## config.mk

```make
export PLATFORM = sky130hd
export DESIGN_NAME = fir_mac_sched
export DESIGN_NICKNAME = d
export VERILOG_FILES = /design/src/rtl/fir_pkg.sv /design/src/rtl/fir_tap_buf.sv /design/src/rtl/fir_mac_sched.sv
export SDC_FILE = /design/constraint.sdc
export NUM_CORES = 2
export LEC_CHECK = 0
export ABC_AREA = 0
export BUFFER_PORTS_ARGS = -buffer_cell sky130_fd_sc_hd__buf_2
export CAP_MARGIN = 20
export CORE_MARGIN = 2
export CORE_UTILIZATION = 40
export DETAILED_ROUTE_END_ITERATION = 10
export PLACE_DENSITY = 0.53
export SLEW_MARGIN = 5
export SYNTH_ARGS = -nofsm -noshare
export SYNTH_HDL_FRONTEND = slang
export SYNTH_SLANG_ARGS = --single-unit
```

## constraint.sdc

```tcl
create_clock -name clk -period 14.64 [get_ports clk]
set_input_delay 0.732 -clock clk [delete_from_list [all_inputs] [get_ports clk]]
set_output_delay 0.732 -clock clk [all_outputs]
set_load 0.03 [all_outputs]
```

## src/rtl/fir_pkg.sv

```systemverilog
// fir_pkg: shared widths, FSM state type and arithmetic helpers for the
// time-multiplexed 32-tap symmetric FIR sequencer (fir_mac_sched).
//   NTAP/NPAIR : window length and number of symmetric tap pairs
//   DW/CW/AW   : sample, coefficient and accumulator widths (all signed)
//   SHIFT      : right shift applied to the accumulator to form the result
package fir_pkg;

    localparam int NTAP  = 32;
    localparam int NPAIR = NTAP / 2;
    localparam int DW    = 16;
    localparam int CW    = 20;
    localparam int AW    = 40;
    localparam int SHIFT = 16;

    localparam int KW = 4;          // pair index width
    localparam int XW = 5;          // window index width
    localparam int FW = 6;          // fill counter width, counts 0..NTAP
    localparam int SW = DW + 1;     // pre-adder (pair sum) width
    localparam int PW = SW + CW;    // product width

    typedef enum logic [1:0] {
        IDLE = 2'd0,
        MAC  = 2'd1,
        DONE = 2'd2
    } state_t;

    // Pre-adder: both samples are sign-extended by one bit so the sum cannot overflow.
    function automatic logic signed [SW-1:0] pair_sum(input logic [DW-1:0] a,
                                                      input logic [DW-1:0] b);
        return $signed({a[DW-1], a}) + $signed({b[DW-1], b});
    endfunction

    // Arithmetic shift plus the accumulator sign bit; the result wraps into DW bits.
    function automatic logic [DW-1:0] round_acc(input logic [AW-1:0] acc);
        logic signed [AW-1:0] sh;
        logic [AW-1:0]        r;
        sh = $signed(acc) >>> SHIFT;
        r  = sh + {{(AW-1){1'b0}}, acc[AW-1]};
        return r[DW-1:0];
    endfunction

endpackage

```

## src/rtl/fir_tap_buf.sv

```systemverilog
// fir_tap_buf: 32-entry sample window with fill counter and symmetric pair read.
//   clk, rst_n : clock, synchronous active-low reset
//   shift      : push din into x[31], older samples move toward x[0]
//   clear      : zero the window and the fill counter (wins over shift)
//   din        : sample to push
//   k          : pair index; xa = x[k], xb = x[31-k] (combinational)
//   fill       : number of samples held, saturates at NTAP
module fir_tap_buf
    import fir_pkg::*;
(
    input  logic          clk,
    input  logic          rst_n,
    input  logic          shift,
    input  logic          clear,
    input  logic [DW-1:0] din,
    input  logic [KW-1:0] k,
    output logic [DW-1:0] xa,
    output logic [DW-1:0] xb,
    output logic [FW-1:0] fill
);

    logic [DW-1:0] win_r [NTAP];
    logic [FW-1:0] fill_r;
    logic [XW-1:0] kb_s;

    // Window shift/clear and saturating fill count.
    always_ff @(posedge clk) begin
        if (!rst_n || clear) begin
            for (int i = 0; i < NTAP; i++) begin
                win_r[i] <= '0;
            end
            fill_r <= '0;
        end else if (shift) begin
            for (int i = 0; i < NTAP - 1; i++) begin
                win_r[i] <= win_r[i+1];
            end
            win_r[NTAP-1] <= din;
            if (fill_r != FW'(NTAP)) begin
                fill_r <= fill_r + 6'd1;
            end
        end
    end

    // Mirror index for the far tap of pair k.
    always_comb begin
        kb_s = 5'd31 - {1'b0, k};
        xa   = win_r[k];
        xb   = win_r[kb_s];
    end

    assign fill = fill_r;

endmodule

```

## src/rtl/fir_mac_sched.sv

```systemverilog
// fir_mac_sched: shares one pre-add/multiply/accumulate slice across the 16
// symmetric tap pairs of a 32-tap FIR, one pair per clock.
//   clk, rst_n            : clock, synchronous active-low reset
//   data_valid/data/data_ready : sample input handshake (accept = valid && ready)
//   flush                 : clear window and fill count, honoured only in IDLE
//   coef_wr/coef_addr/coef_data : coefficient write, committed only in IDLE
//   coef_err              : one-cycle pulse when a write was dropped (busy)
//   fir_valid/fir_d       : one-cycle pulse with new result; fir_d held otherwise
// One sample takes 18 clocks: accept, 16 MAC cycles, one DONE cycle.
module fir_mac_sched
    import fir_pkg::*;
(
    input  logic          clk,
    input  logic          rst_n,
    input  logic          data_valid,
    input  logic [DW-1:0] data,
    output logic          data_ready,
    input  logic          flush,
    input  logic          coef_wr,
    input  logic [KW-1:0] coef_addr,
    input  logic [CW-1:0] coef_data,
    output logic          coef_err,
    output logic          fir_valid,
    output logic [DW-1:0] fir_d
);

    state_t                state_r;
    logic [KW-1:0]         k_r;
    logic [AW-1:0]         acc_r;
    logic signed [CW-1:0]  coef_r [NPAIR];
    logic                  fir_valid_r;
    logic [DW-1:0]         fir_d_r;
    logic                  coef_err_r;

    logic                  idle_s;
    logic                  accept_s;
    logic                  clear_s;
    logic [DW-1:0]         xa_s;
    logic [DW-1:0]         xb_s;
    logic [FW-1:0]         fill_s;
    logic signed [SW-1:0]  psum_s;
    logic signed [PW-1:0]  prod_s;
    logic [AW-1:0]         acc_add_s;
    logic [DW-1:0]         round_s;

    assign idle_s   = (state_r == IDLE);
    assign accept_s = idle_s && data_valid && !flush;
    assign clear_s  = idle_s && flush;
    // Gated by rst_n so no sample is taken while reset is held.
    assign data_ready = rst_n && idle_s && !flush;

    fir_tap_buf u_tap_buf (
        .clk   (clk),
        .rst_n (rst_n),
        .shift (accept_s),
        .clear (clear_s),
        .din   (data),
        .k     (k_r),
        .xa    (xa_s),
        .xb    (xb_s),
        .fill  (fill_s)
    );

    // Shared MAC datapath and output rounding.
    always_comb begin
        psum_s    = pair_sum(xa_s, xb_s);
        prod_s    = psum_s * coef_r[k_r];
        acc_add_s = acc_r + {{(AW-PW){prod_s[PW-1]}}, prod_s};
        round_s   = round_acc(acc_r);
    end

    // Sequencer FSM, coefficient table and registered outputs.
    always_ff @(posedge clk) begin
        if (!rst_n) begin
            state_r     <= IDLE;
            k_r         <= 4'd0;
            acc_r       <= '0;
            fir_valid_r <= 1'b0;
            fir_d_r     <= '0;
            coef_err_r  <= 1'b0;
            for (int i = 0; i < NPAIR; i++) begin
                coef_r[i] <= '0;
            end
        end else begin
            fir_valid_r <= 1'b0;
            // A write in the accept cycle lands before the first MAC cycle reads it.
            coef_err_r  <= coef_wr && !idle_s;
            if (coef_wr && idle_s) begin
                coef_r[coef_addr] <= coef_data;
            end
            case (state_r)
                IDLE: begin
                    if (accept_s) begin
                        acc_r   <= '0;
                        k_r     <= 4'd0;
                        state_r <= MAC;
                    end
                end
                MAC: begin
                    acc_r <= acc_add_s;
                    k_r   <= k_r + 4'd1;
                    if (k_r == 4'(NPAIR - 1)) begin
                        state_r <= DONE;
                    end
                end
                DONE: begin
                    // Results are only published once the window holds real samples.
                    if (fill_s == FW'(NTAP)) begin
                        fir_d_r     <= round_s;
                        fir_valid_r <= 1'b1;
                    end
                    state_r <= IDLE;
                end
                default: begin
                    state_r <= IDLE;
                end
            endcase
        end
    end

    assign fir_valid = fir_valid_r;
    assign fir_d     = fir_d_r;
    assign coef_err  = coef_err_r;

endmodule

```

After elaboration in Yosys (flattened, before gate mapping)
Memories as Yosys holds them, arrays and structs flattened. A register that Yosys moved wholly into a read port is not among the register bits.
Cells that the tools add are included.

operators by class
  add/subtract/negate cells = 6
  multipliers = 1
  equal/unequal tests = 7
  multiplexer cells = 56
  bitwise operators = 32
  reduce and logical (&&, ||, !) cells = 19

operators with widths
  cell                   count
  $mux W16               32
  $pmux W40 S2           1
  $add A40 B40 Y40       1
  $mux W40               1
  $mul A17 B20 Y37       1
  $or A1 B1 Y1           32
  $mux W4                6
  $mux W20               1
  $reduce_or A20 Y1      1
  $add A16 B16 Y17       1
  $add A16 B2 Y16        1
  $mux W1                11
  $reduce_and A2 Y1      5
  $pmux W4 S2            1
  $logic_and A1 B1 Y1    7
  $add A6 B1 Y6 const B  1
  $eq A6 B6 Y1 const B   1
  $ne A6 B6 Y1 const B   1
  $sub A5 B4 Y5 const A  1
  $add A4 B1 Y4 const B  1
  $eq A4 B4 Y1 const B   1
  $mux W2                2
  $pmux W2 S2            1
  $logic_not A1 Y1       3
  7 further kinds        7

word-level totals
  register bits after elaboration = 70
  memory bits (writable) = 832
  bits of input ports = 45
  output and inout bits = 19
  word-level logic and storage cells = 130
  memories kept = 2

memory list
  name             words  bits a word  read ports  clocked after Yosys merged registers in  wr ports  line                 source
  u_tap_buf.win_r  32     16           33          1                                        32        fir_tap_buf.sv:22    logic [DW-1:0] win_r [NTAP];
  coef_r           16     20           1           1                                        16        fir_mac_sched.sv:30  logic signed [CW-1:0] coef_r [NPAIR];

Depth between registers and ports, before layout
  depth in word-level cells = 7
  mapped depth = 53
  gate-level depth less buffers = 49

By module
From an unflattened synthesis, not the netlist that was laid out.

second synthesis, totals
  cell total of the unflattened synthesis = 4318
  area total of the unflattened synthesis = 54842.6 um^2

by module, submodules not included
  module         times used  cells each  area each (um^2)  sequential area each (um^2)
  fir_mac_sched  1           2901        31915.6           10970.5
  fir_tap_buf    1           1417        22927.0           15494.9

Worst setup path before layout
Ideal clock, no wire load.

  path type = in2reg
  start point = in rst_n
  end point = mem u_tap_buf.win_r[0][0] (enable)
  library setup time = 3.665 ns
  arrival = 9.680 ns
  required time = 10.975 ns
  slack = 1.294 ns
  cell stages on the path = 4
  buffers on the path = 1
  path through = inv_1 > a21oi_1 > clkbuf_1 > nand2_1

RTL lines
  what         line                 source
  from (decl)  fir_mac_sched.sv:14  input logic rst_n,
  to (decl)    fir_tap_buf.sv:22

Worst setup path after layout
  start point = reg k_r[2]
  end point = reg acc_r[36]

on the way
  word-level cells in the longest chain between the ends = 6

ends and longest elaborated chain
  what                    line                  source
  from (decl)             fir_mac_sched.sv:28   logic [KW-1:0] k_r;
  from (signal assigned)  fir_mac_sched.sv:101  k_r <= k_r + 4'd1;
  $sub A5 B4 Y5           fir_tap_buf.sv:46     kb_s = 5'd31 - {1'b0, k};
  $mem_v2 Z32 W16         --
  $add A16 B16 Y17        fir_pkg.sv:30         return $signed({a[DW-1], a}) + $signed({b[DW-1], b});
  $mul A17 B20 Y37        fir_mac_sched.sv:67   prod_s = psum_s * coef_r[k_r];
  $add A40 B40 Y40        fir_mac_sched.sv:68   acc_add_s = acc_r + {{(AW-PW){prod_s[PW-1]}}, prod_s};
  $pmux W40 S2            fir_mac_sched.sv:91   case (state_r)
  to (signal assigned)    fir_mac_sched.sv:100  acc_r <= acc_add_s;
  to (decl)               fir_mac_sched.sv:29   logic [AW-1:0] acc_r;

No other way between the ends.
A chain may end at the register's enable or synchronous reset.

==> flow_summary_export.csv <==
group,metric,value,unit
route,ant_nets,0,
finish,synthToLayoutAreaGrowth,9.93,%
sta,skew,0.0416,ns
sta,fin_crit,12.75,ns
route,drt-pass1-iter-count,7,
global_routing,antenna_found_initial,6,
route,via_per_inst,5.30,
yosys,synth_flop_cell,"edfxtp_1",
global_routing,grt_start_max_net_pins,226,
sta,rsz0062_at_grt,"false",
worst_setup_path,cp_max_fo,21,
route,routed_wl,134000,um
yosys,yosys_register_bits,906,
route,drtIter0Drc,2752,
worst_setup_path,worstPathBufferInverterCount,5,
worst_setup_path,start_kind,"flip-flop",
die,fp.dieW,375,um
die,die_area,0.141,mm2
outcome,outcome,"completed",
yosys,syn_area_per_cell,12.6,um2
placed_design,place_congestion,0.835,
global_routing,overflow,0,
worst_setup_path,slowest_delay,0.90,ns
cts,path_clk_slew,0.06,ns
worst_hold_path,worstHoldPathType,"input port to flip-flop",
yosys,netlist_instances,4383,
global_routing,track_usage,19.3,%
finish,seq_area,0.0265,mm2
yosys,synth_nets,4924,
yosys,netlist_area,0.0551,mm2
sta,setup_tns,0,ns
worst_setup_path,cp-startpoint,"k_r[2]$_SDFFE_PN0P_",
cts,cts_setup_buffers,0,
worst_setup_path,crit_path_end_kind,"flip-flop",
cts,clkLatencyLatePin,0.72,ns
worst_setup_path,slowest_stage,"and2_1",
worst_setup_path,critPathArrivalTime,13.32,ns
finish,num-nets-final,4875,
worst_setup_path,rrSetupSlack,1.89,ns
cts,cts_tree,"done",
cts,cts_made_buffers,102,
cts,cts_resized,0,
worst_setup_path,cpMostUsedCell,"fa_1",
route,wl_per_cell,21.5,um
cts,cts_hold_buffers,0,
die,ios,64,
cts,cts_sinks,906,
placed_design,hpwl,86800,um
global_routing,grt_pass1_wl,210000,um
yosys,synth_cell_type_count,72,
worst_setup_path,crit_family,"adder cells",
yosys,async_flop_share,0,%
worst_setup_path,rr_startpoint,"k_r[2]$_SDFFE_PN0P_",
worst_setup_path,criticalPathCategory,"flip-flop to flip-flop",
flow_run,cap_viol_max_count,0,
worst_setup_path,cp_data_required_time,15.21,ns
die,core.rowCount,136,
finish,drive_above_1_share,12.7,%
die,die_h,375,um
sta,setup_violations,0,
worst_hold_path,holdCritStartpoint,"data[5]",
yosys,synth_edf_count,832,
placed_design,portBuffers,63,
sta,relSlewSlack,23.6,%
global_routing,grt_pass1_vias,34600,
cts,h-tree-depth,3,
finish,multi_input_area,0.0263,mm2
route,drcViolationCount,0,
yosys,synth_warnings,0,
route,route.vias.total,32900,
die,start_util,40.2,%
sta,timing.fmax,0.0784,GHz
sta,worst-slew-pin-transition,1.14,ns
sta,drv_slew,0,
finish,fillerInstances,12600,
sta,timing.final.crit_share,87.1,%
sta,finalHoldViolations,0,
yosys,synth_seq_area_share,48.0,%
die,coreArea,0.137,mm2
cts,clockBufferDepth,3,
cts,cts_root_buf,"clkbuf_16",
-- flip-flops by register name, indices dropped and copies added (netlist names), named ones only --
name,count
coef_r,320
state_r,2
u_tap_buf.fill,6
u_tap_buf.win_r,512
k_r,4
fir_d,16
coef_err,1
fir_valid,1
acc_r,40
-- per-stage QoR --
stage	worst slack, ns	instances	hold slack (ns)	util (%)	cell area [um2]
2_1_floorplan	1.29	4383	0.430	-	55100
3_3_place_gp	2.02	6016	0.441	41.8	57300
3_5_place_dp	1.87	6021	0.449	41.9	57400
4_1_cts	1.80	6209	0.231	44.1	60500
5_1_grt	0.851	6212	0.261	44.2	60600
6_report	1.89	6213	0.293	44.2	60600
-- logic make-up (layout without fill, tap and decap cells) --
logic type | after synthesis | in the layout | share of synthesized area [%]
compound gates | 381 | 381 | 4.34
xor+xnor | 105 | 105 | 1.67
fa+ha+maj | 496 | 496 | 15.9
buf+inv | 708 | 743 | 4.87
flops | 906 | 906 | 48.0
mux | 282 | 282 | 9.93
other cells | 0 | 1 | 0
simple gates | 1505 | 1505 | 15.2
-- path summary, 6_finish.rpt --
path / end / cells past startpoint
setup / recovery: acc_r[36]$_SDFFE_PN0P_ / 42
hold reg to reg: acc_r[33]$_SDFFE_PN0P_ / 2
setup reg to reg: acc_r[36]$_SDFFE_PN0P_ / 42
hold / removal: u_tap_buf.win_r[31][5]$_SDFFCE_PP0P_ / 2
-- cells in the mapped netlist (88+ instances only) --
cell type,count,area share [%]
mux4_2,210,8.6
a21oi_1,122,1.1
nand2_1,271,1.8
ha_1,152,3.5
edfxtp_1,832,45
and3_1,304,3.5
o21ai_0,88,0.80
clkbuf_1,249,1.7
nor2_1,129,0.88
and2_1,639,7.3
fa_1,344,12
inv_1,428,2.9
-- final cells by class --
cell class | instances | area share (%)
Tap cell | 1794 | 3.71
Multi-Input combinational cell | 2769 | 43.3
Inverter | 428 | 2.65
Timing Repair Buffer | 127 | 1.42
Sequential cell | 906 | 43.7
Clock inverter | 50 | 0.655
Antenna cell | 1 | 0.00413
Clock buffer | 138 | 4.51
-- worst reg2reg max path, delay by kind of cell, from the launching register on --
| family | cells | cell delay (ns) |
|---|---|---|
| muxes | 1 | 0.30 |
| buffers and inverters | 5 | 0.25 |
| and+or+nand+nor | 6 | 1.79 |
| DFF | 1 | 0.87 |
| AOI/OAI and AO/OA | 18 | 3.97 |
| xor gates and xnor gates | 2 | 0.98 |
| adders and majority gates | 10 | 4.44 |
-- placed cells by master (no fill, tap or decap), types with 38 or more instances in the layout --
cell       synthesis  layout
nand2_1          271     270
mux2i_1           55      55
a21oi_1          122     120
nand3_1           38      38
edfxtp_1         832     832
ha_1             152     152
buf_2             22      62
fa_1             344     344
clkbuf_16          0     104
and3_1           304     304
xnor2_1           75      68
nor2_1           129     116
o21ai_0           88      76
mux4_2           210     210
inv_1            428     427
buf_4              0      56
and2_1           639     638
dfxtp_1           74      67
-- routing by layer --
metal	vias to the layer above	track usage (%)	wire, um
li1	15100	-	-
met1	16900	28.6	64400
met2	700	30.3	61000
met3	136	2.72	6150
met4	4	4.24	2080
met5	-	0	27
Power is not shown: default switching activity piles up to over one toggle a cycle in this logic, so the estimate is an artifact.
